`src/rtl/ld_cmd_sequencer.sv`:
```
// Queued command master for the LD_Project register/indicator block: drives selects/inp, samples indicators.
// Optional build macro LD_SEQ_CHECK_EN adds WRITE readback checking (resp_err, err_count).
module ld_cmd_sequencer #(
   parameter int DEPTH  = 4,
   parameter int HOLD   = 1,
   parameter int SETTLE = 1
) (
   input  logic       clk,
   input  logic       rst,
   input  logic       cmd_valid,
   output logic       cmd_ready,
   input  logic [1:0] cmd_op,
   input  logic [4:0] cmd_data,
   output logic       s0,
   output logic       s1,
   output logic       s2,
   output logic       s3,
   output logic [4:0] inp,
   input  logic [4:0] fgt,
   input  logic [4:0] frt,
   input  logic [4:0] fgc,
   input  logic [4:0] frc,
   input  logic       fgp,
   input  logic       frp,
   output logic       busy,
   output logic       resp_valid,
   output logic [1:0] resp_op,
   output logic [4:0] resp_fgt,
   output logic [4:0] resp_frt,
   output logic [4:0] resp_fgc,
   output logic [4:0] resp_frc,
   output logic       resp_fgp,
`ifdef LD_SEQ_CHECK_EN
   output logic       resp_frp,
   output logic       resp_err,
   output logic [7:0] err_count
`else
   output logic       resp_frp
`endif
);

   localparam int AW   = $clog2(DEPTH);
   localparam int PW   = AW + 1;
   localparam int CMAX = (HOLD > SETTLE) ? HOLD : SETTLE;
   localparam int CW   = $clog2(CMAX + 1);
   localparam logic [CW-1:0] HOLD_LAST   = CW'(HOLD - 1);
   localparam logic [CW-1:0] SETTLE_LAST = CW'((SETTLE > 0) ? SETTLE - 1 : 0);
   localparam logic [PW-1:0] DEPTH_P     = PW'(DEPTH);

   typedef enum logic [1:0] {ST_IDLE, ST_DRIVE, ST_SETTLE, ST_SAMPLE} state_t;

   state_t          state;
   logic [6:0]      mem [DEPTH];
   logic [PW-1:0]   wr_ptr, rd_ptr, count, count_next;
   logic [CW-1:0]   cnt;
   logic [1:0]      op_q;
   logic            push, pop;
   logic [6:0]      head;
`ifdef LD_SEQ_CHECK_EN
   logic [4:0]      data_q;
   logic            err;

   function automatic logic write_mismatch(input logic [4:0] d, input logic [4:0] gt, input logic [4:0] rt,
                                           input logic [4:0] gc, input logic [4:0] rc,
                                           input logic gp, input logic rp);
      return (gt != d) || (rt != ~d) || (gc != ~d) || (rc != d) || (gp != ^d) || (rp != ~^d);
   endfunction

   assign err = (op_q == 2'b01) && write_mismatch(data_q, fgt, frt, fgc, frc, fgp, frp);
`endif

   assign push       = cmd_valid && cmd_ready;
   assign count      = wr_ptr - rd_ptr;
   assign pop        = (state == ST_IDLE) && (count != {PW{1'b0}});
   assign count_next = count + {{(PW-1){1'b0}}, push} - {{(PW-1){1'b0}}, pop};
   assign head       = mem[rd_ptr[AW-1:0]];
   assign s3         = 1'b0;

   always_ff @(posedge clk) begin
      if (push) mem[wr_ptr[AW-1:0]] <= {cmd_op, cmd_data};
   end

   always_ff @(posedge clk or posedge rst) begin
      if (rst) begin
         state      <= ST_IDLE;
         wr_ptr     <= '0;
         rd_ptr     <= '0;
         cnt        <= '0;
         op_q       <= 2'b00;
         cmd_ready  <= 1'b1;
         busy       <= 1'b0;
         s0         <= 1'b0;
         s1         <= 1'b0;
         s2         <= 1'b0;
         inp        <= 5'd0;
         resp_valid <= 1'b0;
         resp_op    <= 2'b00;
         resp_fgt   <= 5'd0;
         resp_frt   <= 5'd0;
         resp_fgc   <= 5'd0;
         resp_frc   <= 5'd0;
         resp_fgp   <= 1'b0;
         resp_frp   <= 1'b0;
`ifdef LD_SEQ_CHECK_EN
         data_q     <= 5'd0;
         resp_err   <= 1'b0;
         err_count  <= 8'd0;
`endif
      end else begin
         wr_ptr     <= wr_ptr + {{(PW-1){1'b0}}, push};
         rd_ptr     <= rd_ptr + {{(PW-1){1'b0}}, pop};
         // a pop in this cycle frees a slot, but ready only rises on the next cycle
         cmd_ready  <= (count_next != DEPTH_P);
         resp_valid <= 1'b0;
         case (state)
            ST_IDLE: begin
               s0 <= 1'b0;
               s1 <= 1'b0;
               s2 <= 1'b0;
               if (pop) begin
                  op_q  <= head[6:5];
`ifdef LD_SEQ_CHECK_EN
                  data_q <= head[4:0];
`endif
                  inp   <= head[4:0];
                  s0    <= (head[6:5] == 2'b01);
                  s1    <= (head[6:5] == 2'b10);
                  s2    <= (head[6:5] == 2'b11);
                  cnt   <= '0;
                  busy  <= 1'b1;
                  state <= ST_DRIVE;
               end else begin
                  busy  <= (count_next != {PW{1'b0}});
               end
            end
            ST_DRIVE: begin
               busy <= 1'b1;
               if (cnt == HOLD_LAST) begin
                  s0    <= 1'b0;
                  s1    <= 1'b0;
                  s2    <= 1'b0;
                  cnt   <= '0;
                  state <= (SETTLE > 0) ? ST_SETTLE : ST_SAMPLE;
               end else begin
                  cnt <= cnt + CW'(1);
               end
            end
            ST_SETTLE: begin
               busy <= 1'b1;
               if (cnt == SETTLE_LAST) begin
                  cnt   <= '0;
                  state <= ST_SAMPLE;
               end else begin
                  cnt <= cnt + CW'(1);
               end
            end
            ST_SAMPLE: begin
               resp_valid <= 1'b1;
               resp_op    <= op_q;
               resp_fgt   <= fgt;
               resp_frt   <= frt;
               resp_fgc   <= fgc;
               resp_frc   <= frc;
               resp_fgp   <= fgp;
               resp_frp   <= frp;
`ifdef LD_SEQ_CHECK_EN
               resp_err   <= err;
               if (err && (err_count != 8'hFF)) err_count <= err_count + 8'd1;
`endif
               busy       <= (count_next != {PW{1'b0}});
               state      <= ST_IDLE;
            end
            default: begin
               state <= ST_IDLE;
            end
         endcase
      end
   end

endmodule

```
`config.mk`:
```
export PLATFORM = sky130hd
export DESIGN_NAME = ld_cmd_sequencer
export DESIGN_NICKNAME = d
export VERILOG_FILES = /design/src/rtl/ld_cmd_sequencer.sv
export SDC_FILE = /design/constraint.sdc
export NUM_CORES = 1
export LEC_CHECK = 0
export BUFFER_PORTS_ARGS = -buffer_cell sky130_fd_sc_hd__buf_2
export CORE_UTILIZATION = 50
export CTS_BUF_LIST = sky130_fd_sc_hd__clkbuf_4
export DETAILED_ROUTE_END_ITERATION = 7
export PLACE_DENSITY = 0.75
export SYNTH_ARGS = -nofsm -noshare
export SYNTH_HDL_FRONTEND = slang
export SYNTH_SLANG_ARGS = --single-unit
```
`constraint.sdc`:
```
create_clock -name clk -period 4.3 [get_ports clk]
set_clock_uncertainty 0.1 [all_clocks]
set_input_delay 0.43 -clock clk [delete_from_list [all_inputs] [get_ports clk]]
set_output_delay 0.43 -clock clk [all_outputs]
set_load 0.01 [all_outputs]
```
==> Word-level counts from Yosys, hierarchy flattened <==
Memories as Yosys holds them, arrays and structs flattened.
Index checks and enable logic that the tools add are counted.
{ "op_classes": {"n_addsub": 6, "n_eq_ne": 10, "mux": 19, "reduce_logical": 12} }
{ "op_table": {"columns": ["op", "n"], "rows": [
  ["$mux 1", 10],
  ["$add 3x1->3", 3],
  ["$eq 2x2->1 const B", 4],
  ["$pmux 1 s2", 4],
  ["$pmux 2 s4", 1],
  ["$mux 2", 3],
  ["$ne 2x2->1 const B", 3],
  ["$reduce_and 2->1", 3],
  ["$reduce_bool 3->1", 2],
  ["$eq 2x1->1 const B", 2],
  ["$reduce_bool 2->1", 2],
  ["$ne 3x3->1 const B", 1],
  ["$pmux 1 s3", 1],
  ["$reduce_and 3->1", 1],
  ["$sub 3x1->3", 1],
  ["$sub 3x3->3", 1],
  ["$logic_and 1x1->1", 2],
  ["$logic_not 2->1", 1],
  ["$reduce_or 2->1", 1],
  ["$add 1x1->1 const B", 1]
]} }
{ "totals": {"register_bits": 46, "ramBits": 28, "input_bits": 32, "memories": 1} }
{ "memory_table": {"columns": ["memory", "words", "width", "read_ports", "rd_ports_with_merged_regs", "write_ports", "line", "rtl"], "rows": [
  ["mem", 4, 7, 1, 0, 1, "53", "logic [6:0] mem [DEPTH];"]
]} }

==> Depth between registers and ports, before layout <==
{ "logic_depth": {"word_depth": 7, "ltp_mapped": 14, "depth_no_buf": 14} }

==> Least setup slack after synthesis <==
OpenSTA, ideal clock, no wires.
{ "synth_timing": {"path_kind": "register to register", "start": "register wr_ptr[0]", "end": "register busy", "setup_ns": 0.126, "arrival_time_ns": 3.378, "t_required_ns": 4.074, "path_slack_ns": 0.696, "path_stages_with_launch": 15, "n_path_buf": 0, "cell_sequence": "dfrtp_1 -> inv_1 -> ha_1 -> fa_1 -> nand2_1 -> o21ai_2 -> inv_2 -> ha_1 -> inv_1 -> ha_1 -> fa_1 -> xor2_1 -> or4_4 -> o211ai_2 -> a2bb2oi_2"} }
{ "synth_via": {"elab_chain_cells": 7} }
{ "synth_rtl": {"columns": ["element", "line", "rtl"], "rows": [
  ["start, declared", "54", "logic [PW-1:0] wr_ptr, rd_ptr, count, count_next;"],
  ["start signal, assigned", "110", "wr_ptr <= wr_ptr + {{(PW-1){1'b0}}, push};"],
  ["$sub 3x3->3 (*)", "73", "assign count = wr_ptr - rd_ptr;"],
  ["branches (longest 5 deep; another with $add 3x1->3)", null, null],
  ["$pmux 1 s3 (*)", "115", "case (state)"],
  ["end signal, assigned", "133", "busy <= (count_next != {PW{1'b0}});"],
  ["end signal, assigned", "170", "busy <= (count_next != {PW{1'b0}});"],
  ["end, declared", "25", "output logic busy,"]
]} }
Every way passes the cells marked *.
A chain may end at the register's enable or synchronous reset.

==> Worst setup path in the final report <==
Ends and elaborated chain as after synthesis.

==> flow_summary_export.csv <==
group,metric,value,unit
run_status,outcome,"completed",
worst_setup_path,cp_cell_sequence,"inv_1 -> ha_1 -> fa_1 -> xor3_2 -> o21ai_2 -> inv_2 -> ha_1 -> inv_1 -> ha_1 -> fa_1 -> xor2_1 -> or4_4 -> o211ai_2 -> a2bb2oi_2",
cts,post_cts_resized,0,
worst_setup_path,critPathArrivalTime,3.86,ns
floorplan,rows,27,
cts,cts_made_buffers,9,
placed_design,gp_congestion,0.702,
placed_design,placed_cells,323,
pwr,p_leak,1.61,nW
worst_setup_path,critPathMaxStageDelay,0.42,ns
final_layout,fin_cells,339,
timing,period_share,85.1,%
floorplan,die_width,79.1,µm
yosys,avgSynthCellArea,15.7,µm²
pwr,vdd_drop_max,0.000401,V
route,initialDrtViolationCount,92,
timing,tightest_slew,1.20,ns
floorplan,start_util,53.0,%
pwr,p_per_area,835,nW/µm²
yosys,synth_cell_type_count,32,
worst_setup_path,endpoint_kind,"register",
timing,rsz0062_at_grt,"false",
cts,worstSkewPairLatency,0.40,ns
final_layout,drive_gt1_share,46.1,%
yosys,synthCells,190,
timing,hold_viol,0,
worst_setup_path,r2r_start,"wr_ptr[0]",
worst_setup_path,required,4.50,ns
route,drt_first_pass_iters,4,
timing,fmax,273,MHz
floorplan,core,5610,µm²
placed_design,dpl.hpwl,3510,µm
worst_setup_path,cp-start-kind,"register",
global_route,antenna_found_initial,0,
placed_design,port_buffers,66,
floorplan,dieArea,6260,µm²
timing,slew_violations,0,
timing,min_period,3.66,ns
cts,cts_sinks,73,
route,ant_nets,0,
timing,setup_viol,0,
final_layout,area_growth,18.9,%
worst_setup_path,critical_path_peak_fanout,10,
worst_setup_path,crit_top_cell,"ha_1",
worst_setup_path,crit_start,"wr_ptr[0]",
worst_setup_path,crit_type,"reg2reg",
cts,clk_pin_slew,0.11,ns
global_route,grt_pass1_wl,7990,µm
global_route,grt_overflow,0,
cts,post-cts-setup-buffers,0,
floorplan,io_pins,68,
cts,root_buffer,"clkbuf_4",
min_path,hp-class,"in2async",
final_layout,num_antenna_cells,0,
pwr,finalPower,2.95,mW
yosys,yosys_warnings,0,
worst_setup_path,cp_slowest_cell,"dfrtp_1",
job,cap_violations,0,
cts,ctsHtreeMaxLevel,3,
cts,holdBufCountCts,0,
timing,finalSetupTns,0,ns
cts,clockBufferDepth,2,
global_route,grt_max_degree,46,
route,via_per_inst,5.06,
yosys,synth_fp_nets,235,
yosys,synth-seq-cells,73,
yosys,seq_area_frac_synth,66.2,%
route,wl_per_cell,14.6,µm
timing,maxSlewHeadroom,19.7,%
route,vias,1717,
yosys,netlist_area,2970,µm²
route,drc_errors,0,
floorplan,die_h,79.1,µm
final_layout,nets,307,
global_route,track_usage,18.0,%
global_route,grt_pass1_vias,1647,
cts,cts_tree,"yes",
route,wl,4940,µm
cell usage in the layout, fill, tap and decap left out, types with 2 or more instances in the layout:
master / count
bufinv_16: 2
nand2_1: 26
xor2_1: 3
nor2_1: 5
mux4_2: 7
mux2_2: 25
clkbuf_4: 12
nor3_1: 4
xnor2_1: 2
dfrtp_1: 44
buf_2: 66
inv_2: 2
inv_1: 9
fa_1: 2
ha_1: 11
buf_4: 2
edfxtp_1: 28
layout make-up:
type                       count  area (µm²)
fill                         449        2070
sequential                    73        1970
multi-input combinational     99         933
timing repair buffer          68         345
clock buffer                  12        90.1
tap                           72        90.1
clock inverter                 4        68.8
inverter                      11        41.3
layer usage:
layer	vias to the layer above	track usage [%]	share of wire (%)
li1	818	-	-
met1	820	23.2	47
met2	70	26.9	44
met3	9	4.60	6.8
met4	0	11.8	2.2
met5	-	0	0
per-stage QoR:
| stage | utilization, % | instance area [µm²] | worst slack, ns | hold slack (ns) |
|---|---|---|---|---|
| floorplan | - | 2970 | 0.696 | 0.340 |
| global placement | 60.2 | 3380 | 0.748 | 0.356 |
| detailed placement | 60.2 | 3380 | 0.684 | 0.361 |
| CTS | 63.1 | 3540 | 0.621 | 0.0976 |
| global route | 63.1 | 3540 | 0.444 | 0.0907 |
| finish | 63.1 | 3540 | 0.640 | 0.105 |
state kept, by name, indices dropped and copies added (netlist names), 3 cells and up:
register  cells
resp_frc      5
resp_frt      5
mem          28
inp           5
resp_fgc      5
rd_ptr        3
wr_ptr        3
resp_fgt      5
critical path: cells and delay by family (launching register included):
kind            cells  cell delay (ns)
simple gates        1             0.42
flops               1             0.42
compound gates      3             0.39
buf+inv             3             0.25
xor+xnor            2             0.53
fa+ha+maj           5             1.46
final timing paths:
path	to	slack [ns]	cells past startpoint
worst min-delay path	resp_op[0]	0.11	2
max in group asynchronous	state[0]	3.44	2
worst max register to register	busy	0.64	14
worst max-delay path	busy	0.64	14
min in group clk	mem[2][2]	0.12	1
worst min register to register	op_q[1]	0.38	2
report_power, final:
group / switching (mW) / internal, mW
Combinational: 0.713 / 0.642
Sequential: 0.133 / 0.994
Clock: 0.218 / 0.253
cells by family (layout without fill, tap and decap cells):
family                   count (synthesis)  after routing  share of synthesized area (%)
AND/OR/NAND/NOR                         38             38                           5.38
other                                    1              1                          0.126
multiplexers                            32             32                           14.8
flip-flops                              73             73                           66.2
adder cells (fa/ha/maj)                 13             13                           5.97
XOR/XNOR                                 6              6                           2.31
AO/OA/AOI/OAI                            9              9                           2.82
buffers and inverters                   18             95                           2.44
cell usage after synthesis:
library cell | number | area (µm²)
a32oi_1 | 1 | 8.76
xor2_1 | 3 | 26.3
xnor2_1 | 2 | 17.5
o211ai_2 | 1 | 12.5
mux4_2 | 7 | 158
buf_1 | 1 | 3.75
buf_4 | 1 | 7.51
buf_2 | 1 | 5.00
a41oi_1 | 1 | 8.76
a2bb2oi_2 | 1 | 15.0
nand3_1 | 1 | 5.00
nor3_1 | 4 | 20.0
o22a_1 | 1 | 8.76
ha_1 | 11 | 138
fa_1 | 2 | 40.0
or4_4 | 1 | 11.3
nand2_1 | 26 | 97.6
dfrtp_1 | 44 | 1100
a2bb2oi_1 | 1 | 8.76
nand3b_1 | 1 | 7.51
inv_2 | 1 | 3.75
a21oi_1 | 1 | 5.00
inv_1 | 10 | 37.5
mux2_2 | 25 | 282
edfxtp_1 | 28 | 841
conb_1 | 1 | 3.75
dfstp_2 | 1 | 26.3
o21ai_2 | 1 | 8.76
nor2_1 | 5 | 18.8
o211ai_1 | 1 | 7.51
xor3_2 | 1 | 25.0
clkbuf_1 | 4 | 15.0
(Power assumes the default switching activity.)
